<file path="src/rtl/sensor_pkg.sv">
// Shared constants and helpers for the sensor arbiter slice.
package sensor_pkg;

    localparam int DATA_WIDTH_DEFAULT = 32;
    localparam int DROP_CNT_WIDTH     = 16;

    function automatic int clog2(input int value);
        int r;
        r = 0;
        while ((1 << r) < value) begin
            r++;
        end
        return r;
    endfunction

endpackage

</file>
<file path="src/rtl/rr_arbiter.sv">
// Combinational round-robin picker: first requester after `last`, wrapping N-1 -> 0.
module rr_arbiter
    import sensor_pkg::*;
#(
    parameter int N = 9
) (
    input  logic [N-1:0]        request,
    input  logic [clog2(N)-1:0] last,
    output logic                grant_valid,
    output logic [clog2(N)-1:0] grant_idx
);

    localparam int IW = clog2(N);

    logic [IW-1:0] w_idx;

    // Scan from lowest to highest priority so the nearest requester after `last` is kept.
    always_comb begin
        grant_valid = 1'b0;
        grant_idx   = '0;
        w_idx       = '0;
        for (int off = N; off >= 1; off--) begin
            w_idx = IW'((int'(last) + off) % N);
            if (request[w_idx]) begin
                grant_valid = 1'b1;
                grant_idx   = w_idx;
            end
        end
    end

endmodule

</file>
<file path="src/rtl/sensor_arbiter.sv">
// Per-channel single-entry sample slots, round-robin drain into a registered
// valid/ready output stage, with sticky overflow flags and a saturating drop counter.
module sensor_arbiter
    import sensor_pkg::*;
#(
    parameter int NUM_SENSORS = 9,
    parameter int DATA_WIDTH  = DATA_WIDTH_DEFAULT,
    parameter int ID_WIDTH    = clog2(NUM_SENSORS)
) (
    input  logic                              clk,
    input  logic                              reset,
    input  logic [NUM_SENSORS*DATA_WIDTH-1:0] sensor_value,
    input  logic [NUM_SENSORS-1:0]            data_available,
    output logic [DATA_WIDTH-1:0]             sensor_value_out,
    output logic [ID_WIDTH-1:0]               sensor_id_out,
    output logic                              write,
    input  logic                              ready,
    output logic [NUM_SENSORS-1:0]            overflow,
    output logic [DROP_CNT_WIDTH-1:0]         dropped_count
);

    localparam int IDX_W     = clog2(NUM_SENSORS);
    localparam int CNT_SUM_W = DROP_CNT_WIDTH + 1;

    logic [DATA_WIDTH-1:0]     r_value [NUM_SENSORS];
    logic [NUM_SENSORS-1:0]    r_pending;
    logic [NUM_SENSORS-1:0]    r_overflow;
    logic [DROP_CNT_WIDTH-1:0] r_count;
    logic [IDX_W-1:0]          r_last;
    logic                      r_write;
    logic [DATA_WIDTH-1:0]     r_value_out;
    logic [ID_WIDTH-1:0]       r_id_out;

    logic                      w_grant_valid;
    logic [IDX_W-1:0]          w_grant_idx;
    logic                      w_load;
    logic [NUM_SENSORS-1:0]    w_grant_oh;
    logic [NUM_SENSORS-1:0]    w_capture;
    logic [NUM_SENSORS-1:0]    w_drop;
    logic [CNT_SUM_W-1:0]      w_drop_num;
    logic [CNT_SUM_W-1:0]      w_cnt_sum;
    logic [DROP_CNT_WIDTH-1:0] w_count_d;

    rr_arbiter #(
        .N (NUM_SENSORS)
    ) u_rr_arbiter (
        .request     (r_pending),
        .last        (r_last),
        .grant_valid (w_grant_valid),
        .grant_idx   (w_grant_idx)
    );

    // A slot being granted this edge is free to take a new strobe at the same edge.
    always_comb begin
        w_load     = w_grant_valid & (~r_write | ready);
        w_grant_oh = w_load ? (NUM_SENSORS'(1) << w_grant_idx) : '0;
        w_capture  = data_available & (~r_pending | w_grant_oh);
        w_drop     = data_available & r_pending & ~w_grant_oh;
        w_drop_num = '0;
        for (int i = 0; i < NUM_SENSORS; i++) begin
            w_drop_num = w_drop_num + CNT_SUM_W'(w_drop[i]);
        end
        w_cnt_sum = {1'b0, r_count} + w_drop_num;
        w_count_d = w_cnt_sum[DROP_CNT_WIDTH] ? '1 : w_cnt_sum[DROP_CNT_WIDTH-1:0];
    end

    always_ff @(posedge clk) begin
        if (!reset) begin
            for (int i = 0; i < NUM_SENSORS; i++) begin
                if (w_capture[i]) begin
                    r_value[i] <= sensor_value[i*DATA_WIDTH +: DATA_WIDTH];
                end
            end
        end
    end

    always_ff @(posedge clk) begin
        if (reset) begin
            r_pending   <= '0;
            r_overflow  <= '0;
            r_count     <= '0;
            r_last      <= IDX_W'(NUM_SENSORS - 1);
            r_write     <= 1'b0;
            r_value_out <= '0;
            r_id_out    <= '0;
        end else begin
            r_pending  <= (r_pending & ~w_grant_oh) | w_capture;
            r_overflow <= r_overflow | w_drop;
            r_count    <= w_count_d;
            if (w_load) begin
                r_write     <= 1'b1;
                r_value_out <= r_value[w_grant_idx];
                r_id_out    <= ID_WIDTH'(w_grant_idx);
                r_last      <= w_grant_idx;
            end else if (ready) begin
                r_write <= 1'b0;
            end
        end
    end

    assign write            = r_write;
    assign sensor_value_out = r_value_out;
    assign sensor_id_out    = r_id_out;
    assign overflow         = r_overflow;
    assign dropped_count    = r_count;

endmodule

</file>
<file path="config.mk">
export PLATFORM = sky130hd
export DESIGN_NAME = sensor_arbiter
export DESIGN_NICKNAME = d
export VERILOG_FILES = /design/src/rtl/sensor_pkg.sv /design/src/rtl/rr_arbiter.sv /design/src/rtl/sensor_arbiter.sv
export SDC_FILE = /design/constraint.sdc
export NUM_CORES = 1
export LEC_CHECK = 0
export ABC_AREA = 1
export CORE_ASPECT_RATIO = 0.6
export CORE_UTILIZATION = 56
export CTS_BUF_LIST = sky130_fd_sc_hd__clkbuf_2 sky130_fd_sc_hd__clkbuf_4 sky130_fd_sc_hd__clkbuf_8
export DETAILED_ROUTE_END_ITERATION = 16
export PLACE_DENSITY = 0.9
export SYNTH_ARGS = -nofsm -noshare
export SYNTH_HDL_FRONTEND = slang
export SYNTH_SLANG_ARGS = --single-unit
</file>
<file path="constraint.sdc">
create_clock -name clk -period 19.1 [get_ports clk]
set_clock_uncertainty 0.15 [all_clocks]
set_input_delay 2.865 -clock clk [delete_from_list [all_inputs] [get_ports clk]]
set_output_delay 2.865 -clock clk [all_outputs]
set_load 0.02 [all_outputs]
</file>
Word level (Yosys, flattened, before mapping)
Memories as Yosys holds them, arrays and structs flattened. A register that Yosys moved wholly into a read port is not among the register bits.
Index checks and enable logic that the tools add are counted.
{ "word_totals": {"regBits": 43, "ram_bits": 288, "in_bits": 300, "word_cells": 124, "mem_count": 1} }
{ "op_classes": {"addsub": 18, "n_div": 9, "order_cmp": 9, "shifts": 1, "mux": 67, "bitwise_logic": 12, "n_reduce_logical": 1} }
{ "memory_table": {"columns": ["name", "depth", "word_bits", "read_ports", "rd_clocked_by_memory_dff", "wr", "line", "rtl"], "rows": [
  ["r_value", 9, 32, 1, 1, 9, "sensor_arbiter.sv:25", "logic [DATA_WIDTH-1:0] r_value [NUM_SENSORS];"]
]} }
{ "op_table": {"columns": ["operator", "n"], "rows": [
  ["$mod A32 B5 Y32 const B", 9],
  ["$mux W1", 47],
  ["$lt A4 B5 Y1 const B", 9],
  ["$and A9 B9 Y9", 4],
  ["$bmux W1 S4", 9],
  ["$mux W4", 9],
  ["$or A9 B9 Y9", 3],
  ["$add A4 B3 Y5 const B", 4],
  ["$not A9 Y9", 2],
  ["$add A16 B9 Y17", 1],
  ["$mux W16", 1],
  ["$add A4 B2 Y5 const B", 2],
  ["$add A4 B4 Y5 const B", 2],
  ["$add A8 B1 Y9", 1],
  ["$mux W9", 1],
  ["$shl A1 B4 Y9 const A", 1],
  ["$add A7 B1 Y8", 1],
  ["$add A6 B1 Y7", 1],
  ["$add A5 B1 Y6", 1],
  ["$add A4 B1 Y5", 1],
  ["$add A4 B1 Y5 const B", 1],
  ["$add A3 B1 Y4", 1],
  ["$add A2 B1 Y3", 1],
  ["$add A1 B1 Y2", 1],
  ["4 further kinds", 4]
]} }

Longest topological paths before layout
{ "depth": {"depth_word": 27, "depth_mapped": 60} }

By module
From an unflattened synthesis, not the netlist that was laid out.
{ "hier_totals": {"cells_unflattened": 1962, "area_unflattened_um2": 18044.8} }
{ "modules_own_cells": {"columns": ["mod", "instances", "cells_each", "area_each_um2", "seq_area_each_um2"], "rows": [
  ["sensor_arbiter", 1, 1261, 14079.8, 10089.7],
  ["rr_arbiter", 1, 701, 3965.1, 0.0]
]} }

Worst setup path before layout
OpenSTA, ideal clock, no wires.
{ "synth_timing": {"path_type": "reg2reg", "from": "register r_last[0]", "to": "register r_count[14] (netlist: dropped_count[14])", "setup_ns": 0.119, "arrival_time_ns": 8.560, "required_time_ns": 18.831, "slack_ns": 10.271, "path_stages_with_launch": 57, "synth_period_minus_slack_ns": 8.829, "cell_sequence": "dfxtp_1 -> buf_4 -> inv_1 -> buf_1 -> buf_2 -> ha_1 -> clkbuf_1 -> inv_2 -> ha_1 -> nor2_1 -> nand3_2 -> nand2_1 -> xor2_1 -> ha_1 -> inv_1 -> nor2_1 -> nand3_1 -> nand2_2 -> [... 21 more ...] -> inv_1 -> fa_1 -> inv_1 -> fa_1 -> fa_1 -> inv_1 -> ha_1 -> fa_1 -> a31oi_1 -> nor3b_1 -> nand4_1 -> inv_1 -> nand2_1 -> nor2_1 -> nand2_1 -> clkinv_1 -> o31ai_1 -> inv_1"} }
{ "synth_between": {"elab_chain_cells": 27} }
{ "synth_lines": {"columns": ["item", "line", "rtl"], "rows": [
  ["from (decl)", "sensor_arbiter.sv:29", "logic [IDX_W-1:0] r_last;"],
  ["from (signal assigned)", "sensor_arbiter.sv:82", "r_last <= IDX_W'(NUM_SENSORS - 1);"],
  ["from (signal assigned)", "sensor_arbiter.sv:94", "r_last <= w_grant_idx;"],
  ["$add A4 B4 Y5", "rr_arbiter.sv:23", "w_idx = IW'((int'(last) + off) % N);"],
  ["$mod A32 B5 Y32", "rr_arbiter.sv:23", null],
  ["$bmux W1 S4", "rr_arbiter.sv:24", "if (request[w_idx]) begin"],
  ["$mux W1 (not written as such)", "rr_arbiter.sv:24", null],
  ["$mux W4 or $mux W1 (tied branches) (9 in series)", "rr_arbiter.sv:24", null],
  ["$shl A1 B4 Y9 or $and A1 B1 Y1 (tied branches)", "sensor_arbiter.sv:56, sensor_arbiter.sv:55", null],
  ["$mux W9 (*)", "sensor_arbiter.sv:56", "w_grant_oh = w_load ? (NUM_SENSORS'(1) << w_grant_idx) : '0;"],
  ["$not A9 Y9 (*)", "sensor_arbiter.sv:58", "w_drop = data_available & r_pending & ~w_grant_oh;"],
  ["[... 3 more ...]", null, null],
  ["$add A3 B1 Y4", "sensor_arbiter.sv:61", "w_drop_num = w_drop_num + CNT_SUM_W'(w_drop[i]);"],
  ["$add A4 B1 Y5", "sensor_arbiter.sv:61", null],
  ["$add A5 B1 Y6", "sensor_arbiter.sv:61", null],
  ["$add A6 B1 Y7", "sensor_arbiter.sv:61", null],
  ["$add A7 B1 Y8", "sensor_arbiter.sv:61", null],
  ["$add A8 B1 Y9 (*)", "sensor_arbiter.sv:61", null],
  ["$add A16 B9 Y17 (*)", "sensor_arbiter.sv:63", "w_cnt_sum = {1'b0, r_count} + w_drop_num;"],
  ["$mux W16 (*)", "sensor_arbiter.sv:64", "w_count_d = w_cnt_sum[DROP_CNT_WIDTH] ? '1 : w_cnt_sum[DROP_CNT_WIDTH-1:0];"],
  ["to (signal assigned)", "sensor_arbiter.sv:89", "r_count <= w_count_d;"],
  ["to (decl)", "sensor_arbiter.sv:28", "logic [DROP_CNT_WIDTH-1:0] r_count;"]
]} }
Mark *: on every way between the ends. The rest lies on a longest branch, timed or not. The select of a mux whose other input is x is not followed.
A chain may end at the register's enable or synchronous reset.

Final worst setup path
{ "layout_timing": {"from": "register r_last[1]", "to": "register r_count[14] (netlist: dropped_count[14])"} }
The elaborated chain is that of the path after synthesis.

==> flow_metrics.py <==
metrics = {
    "status": {
        "outcome": "complete, no violations",
    },
    "global_routing": {
        "grt_pass1_wl_mm": 99.2,
        "grt_max_degree": 103,
        "grt_antenna_before_repair": 10,
        "grt_pass1_vias": 16400,
        "grt_usage_pct": 38.9,
        "grt_overflow": 0,
    },
    "floorplan": {
        "start_util_pct": 57.8,
        "row_count": 51,
        "die_h_um": 145,
        "core_mm2": 0.0329,
        "die_area_mm2": 0.0348,
        "pin_count": 362,
        "die_x_um": 240,
    },
    "worst_setup_path": {
        "startpoint_type": "flip-flop",
        "cp.arrival_ps": 11400,
        "required_ps": 19450,
        "crit_slowest_cell": "dfxtp_1",
        "cp_num_buf_inv": 9,
        "crit_family": "simple AND/OR/NAND/NOR gates",
        "critPathMaxFanout": 55,
        "crit_type": "reg -> reg",
        "endpoint_kind": "flip-flop",
        "slowest_delay_ps": 780,
    },
    "sta": {
        "timing.fmax_ghz": 0.0905,
        "tns_ps": 0,
        "period_needed_ps": 11050,
        "rsz0062_at_grt": "false",
        "finalCritPeriodShare_pct": 57.8,
        "worst_pin_slew_ps": 1240,
        "setup_violations": 0,
        "finalHoldViolCount": 0,
        "drv_slew": 0,
        "slew_headroom_pct": 16.8,
    },
    "cells_and_area": {
        "nFillCells": 2268,
        "nNetsFinal": 2859,
        "seqCellArea_mm2": 0.0101,
        "multi_input_area_mm2": 0.00779,
        "final_cell_mix": "nand2_1, nand3_1, clkdlybuf4s50_1, edfxtp_1, inv_1",
        "synthToLayoutAreaGrowth_pct": 25.7,
        "fin_cells": 2993,
        "layout_commonest_cell": "nand2_1",
        "drive_gt1_share_pct": 7.97,
    },
    "cts": {
        "cts_tree": "yes",
        "cts_root_buf": "clkbuf_8",
        "cts_setup_buffers": 0,
        "numCtsBuffers": 51,
        "holdBufCountCts": 0,
        "clockBufferDepth": 3,
        "cts_sinks": 360,
        "path_clk_slew_ps": 80,
        "clk_latency_ps": 620,
        "cts.repair.resized": 0,
        "cts_max_level": 2,
    },
    "flow_run": {
        "maxCapViolations": 0,
    },
    "route": {
        "routed_via_density": 5.96,
        "vias": 17800,
        "wl_per_cell_um": 22.8,
        "dr.pass1.iters": 8,
        "drc_errors": 0,
        "first_iter_violations": 2597,
        "wirelength_mm": 68.3,
        "ant_nets": 0,
    },
    "synthesis": {
        "syn_inst": 2167,
        "seq_area_frac_synth_pct": 53.0,
        "async_reset_ff_share_pct": 0,
        "synth_enable_flop_cells": 288,
        "yosysWarnings": 0,
        "avgSynthCellArea_um2": 8.78,
        "ys_ff_latch": 360,
        "syn_nets": 2532,
        "synth.distinct_cells": 50,
        "synth_ff_type": "edfxtp_1",
        "syn-cell-area_mm2": 0.0190,
    },
    "placement": {
        "place_inst": 2891,
        "place_congestion": 0.997,
        "dp.final_hpwl_mm": 48.9,
        "port_buffers": 361,
    },
    "min_path": {
        "hold_class": "reg -> reg",
    },
}
per-stage QoR:
step / cell area, um2 / hold WS [ps] / util (%) / worst slack [ps]
after detailed placement: 22900 / 296 / 69.4 / 8500
final: 23900 / 305 / 72.7 / 8050
after global routing: 23900 / 339 / 72.7 / 7330
after CTS: 23900 / 306 / 72.6 / 8440
after floorplan: 19000 / 337 / - / 10270
after global placement: 22900 / 289 / 69.4 / 8750
final timing paths:
path,from,to,slack (ps),depth (start not counted)
hold / removal,overflow[5],overflow[5],300,2
hold reg to reg,overflow[5],overflow[5],300,2
setup reg to reg,r_last[1],dropped_count[14],8050,46
setup / recovery,r_last[1],dropped_count[14],8050,46
synth_stat cells, types with 3 or more instances:
cell      instances  share of area [%]
nor3_1           10               0.26
a21oi_2           4               0.18
a31oi_1           4               0.13
o21ai_2           3               0.14
clkbuf_1         24               0.47
nor2_1           67                1.3
nand2_1         697                 14
buf_6             5               0.30
nand3_2           6               0.32
nand4_1          11               0.36
nand2_4           6               0.35
buf_1             5              0.099
nand3b_1         10               0.39
o21ai_0          20               0.53
inv_1           153                3.0
inv_2            24               0.47
edfxtp_1        288                 45
dfxtp_1          72                7.6
ha_1             59                3.9
xor2_1           30                1.4
nand2_2          31                1.0
nor2_2            8               0.26
clkinv_1          6               0.12
buf_4            21               0.83
buf_2            47                1.2
nand3_1         412                 11
xnor2_1          11               0.51
o22ai_1           3              0.099
a21oi_1          76                2.0
o31ai_1           8               0.32
fa_1              6               0.63
o21ai_1          15               0.39
state kept, by name, summed over array words and instances, names as in the netlist:
name	count
dropped_count	16
overflow	9
r_last	4
r_pending	9
r_value	288
sensor_id_out	1
sensor_value_out	32
write	1
worst min-delay path: stages, from the launching register on:
cell and delay [ps]:
dfxtp_1 310, inv_1 50, a21oi_1 50
cell families (layout without fill, tap and decap cells):
kind of cell / after synthesis / after routing / synth area share (%)
other: 0 / 10 / 0
flip-flops: 360 / 360 / 53.0
XOR/XNOR: 45 / 45 / 2.35
buffers and inverters: 286 / 652 / 6.57
AO/OA/AOI/OAI: 142 / 142 / 4.15
adder cells (fa/ha/maj): 65 / 65 / 4.51
AND/OR/NAND/NOR: 1269 / 1269 / 29.4
area by class of cell:
| type | instances | share of cell area [%] |
|---|---|---|
| antenna | 10 | 0.105 |
| clock buffer | 73 | 3.70 |
| clock inverter | 19 | 0.695 |
| inverter | 184 | 2.90 |
| multi-input combinational | 1521 | 32.5 |
| sequential | 360 | 42.2 |
| tap | 450 | 2.35 |
| timing repair buffer | 376 | 15.5 |
layer usage:
layer | vias up | global-route usage [%] | wire length, um
met2 | 1431 | 56.9 | 28600
met1 | 8272 | 52.9 | 26600
met3 | 214 | 13.1 | 9980
met5 | - | 0 | 13
met4 | 2 | 16.7 | 3100
li1 | 7908 | - | -
Power is left out: the tool's default activity adds up to more than one toggle a clock period on the data nets, which glitch-free logic cannot reach.
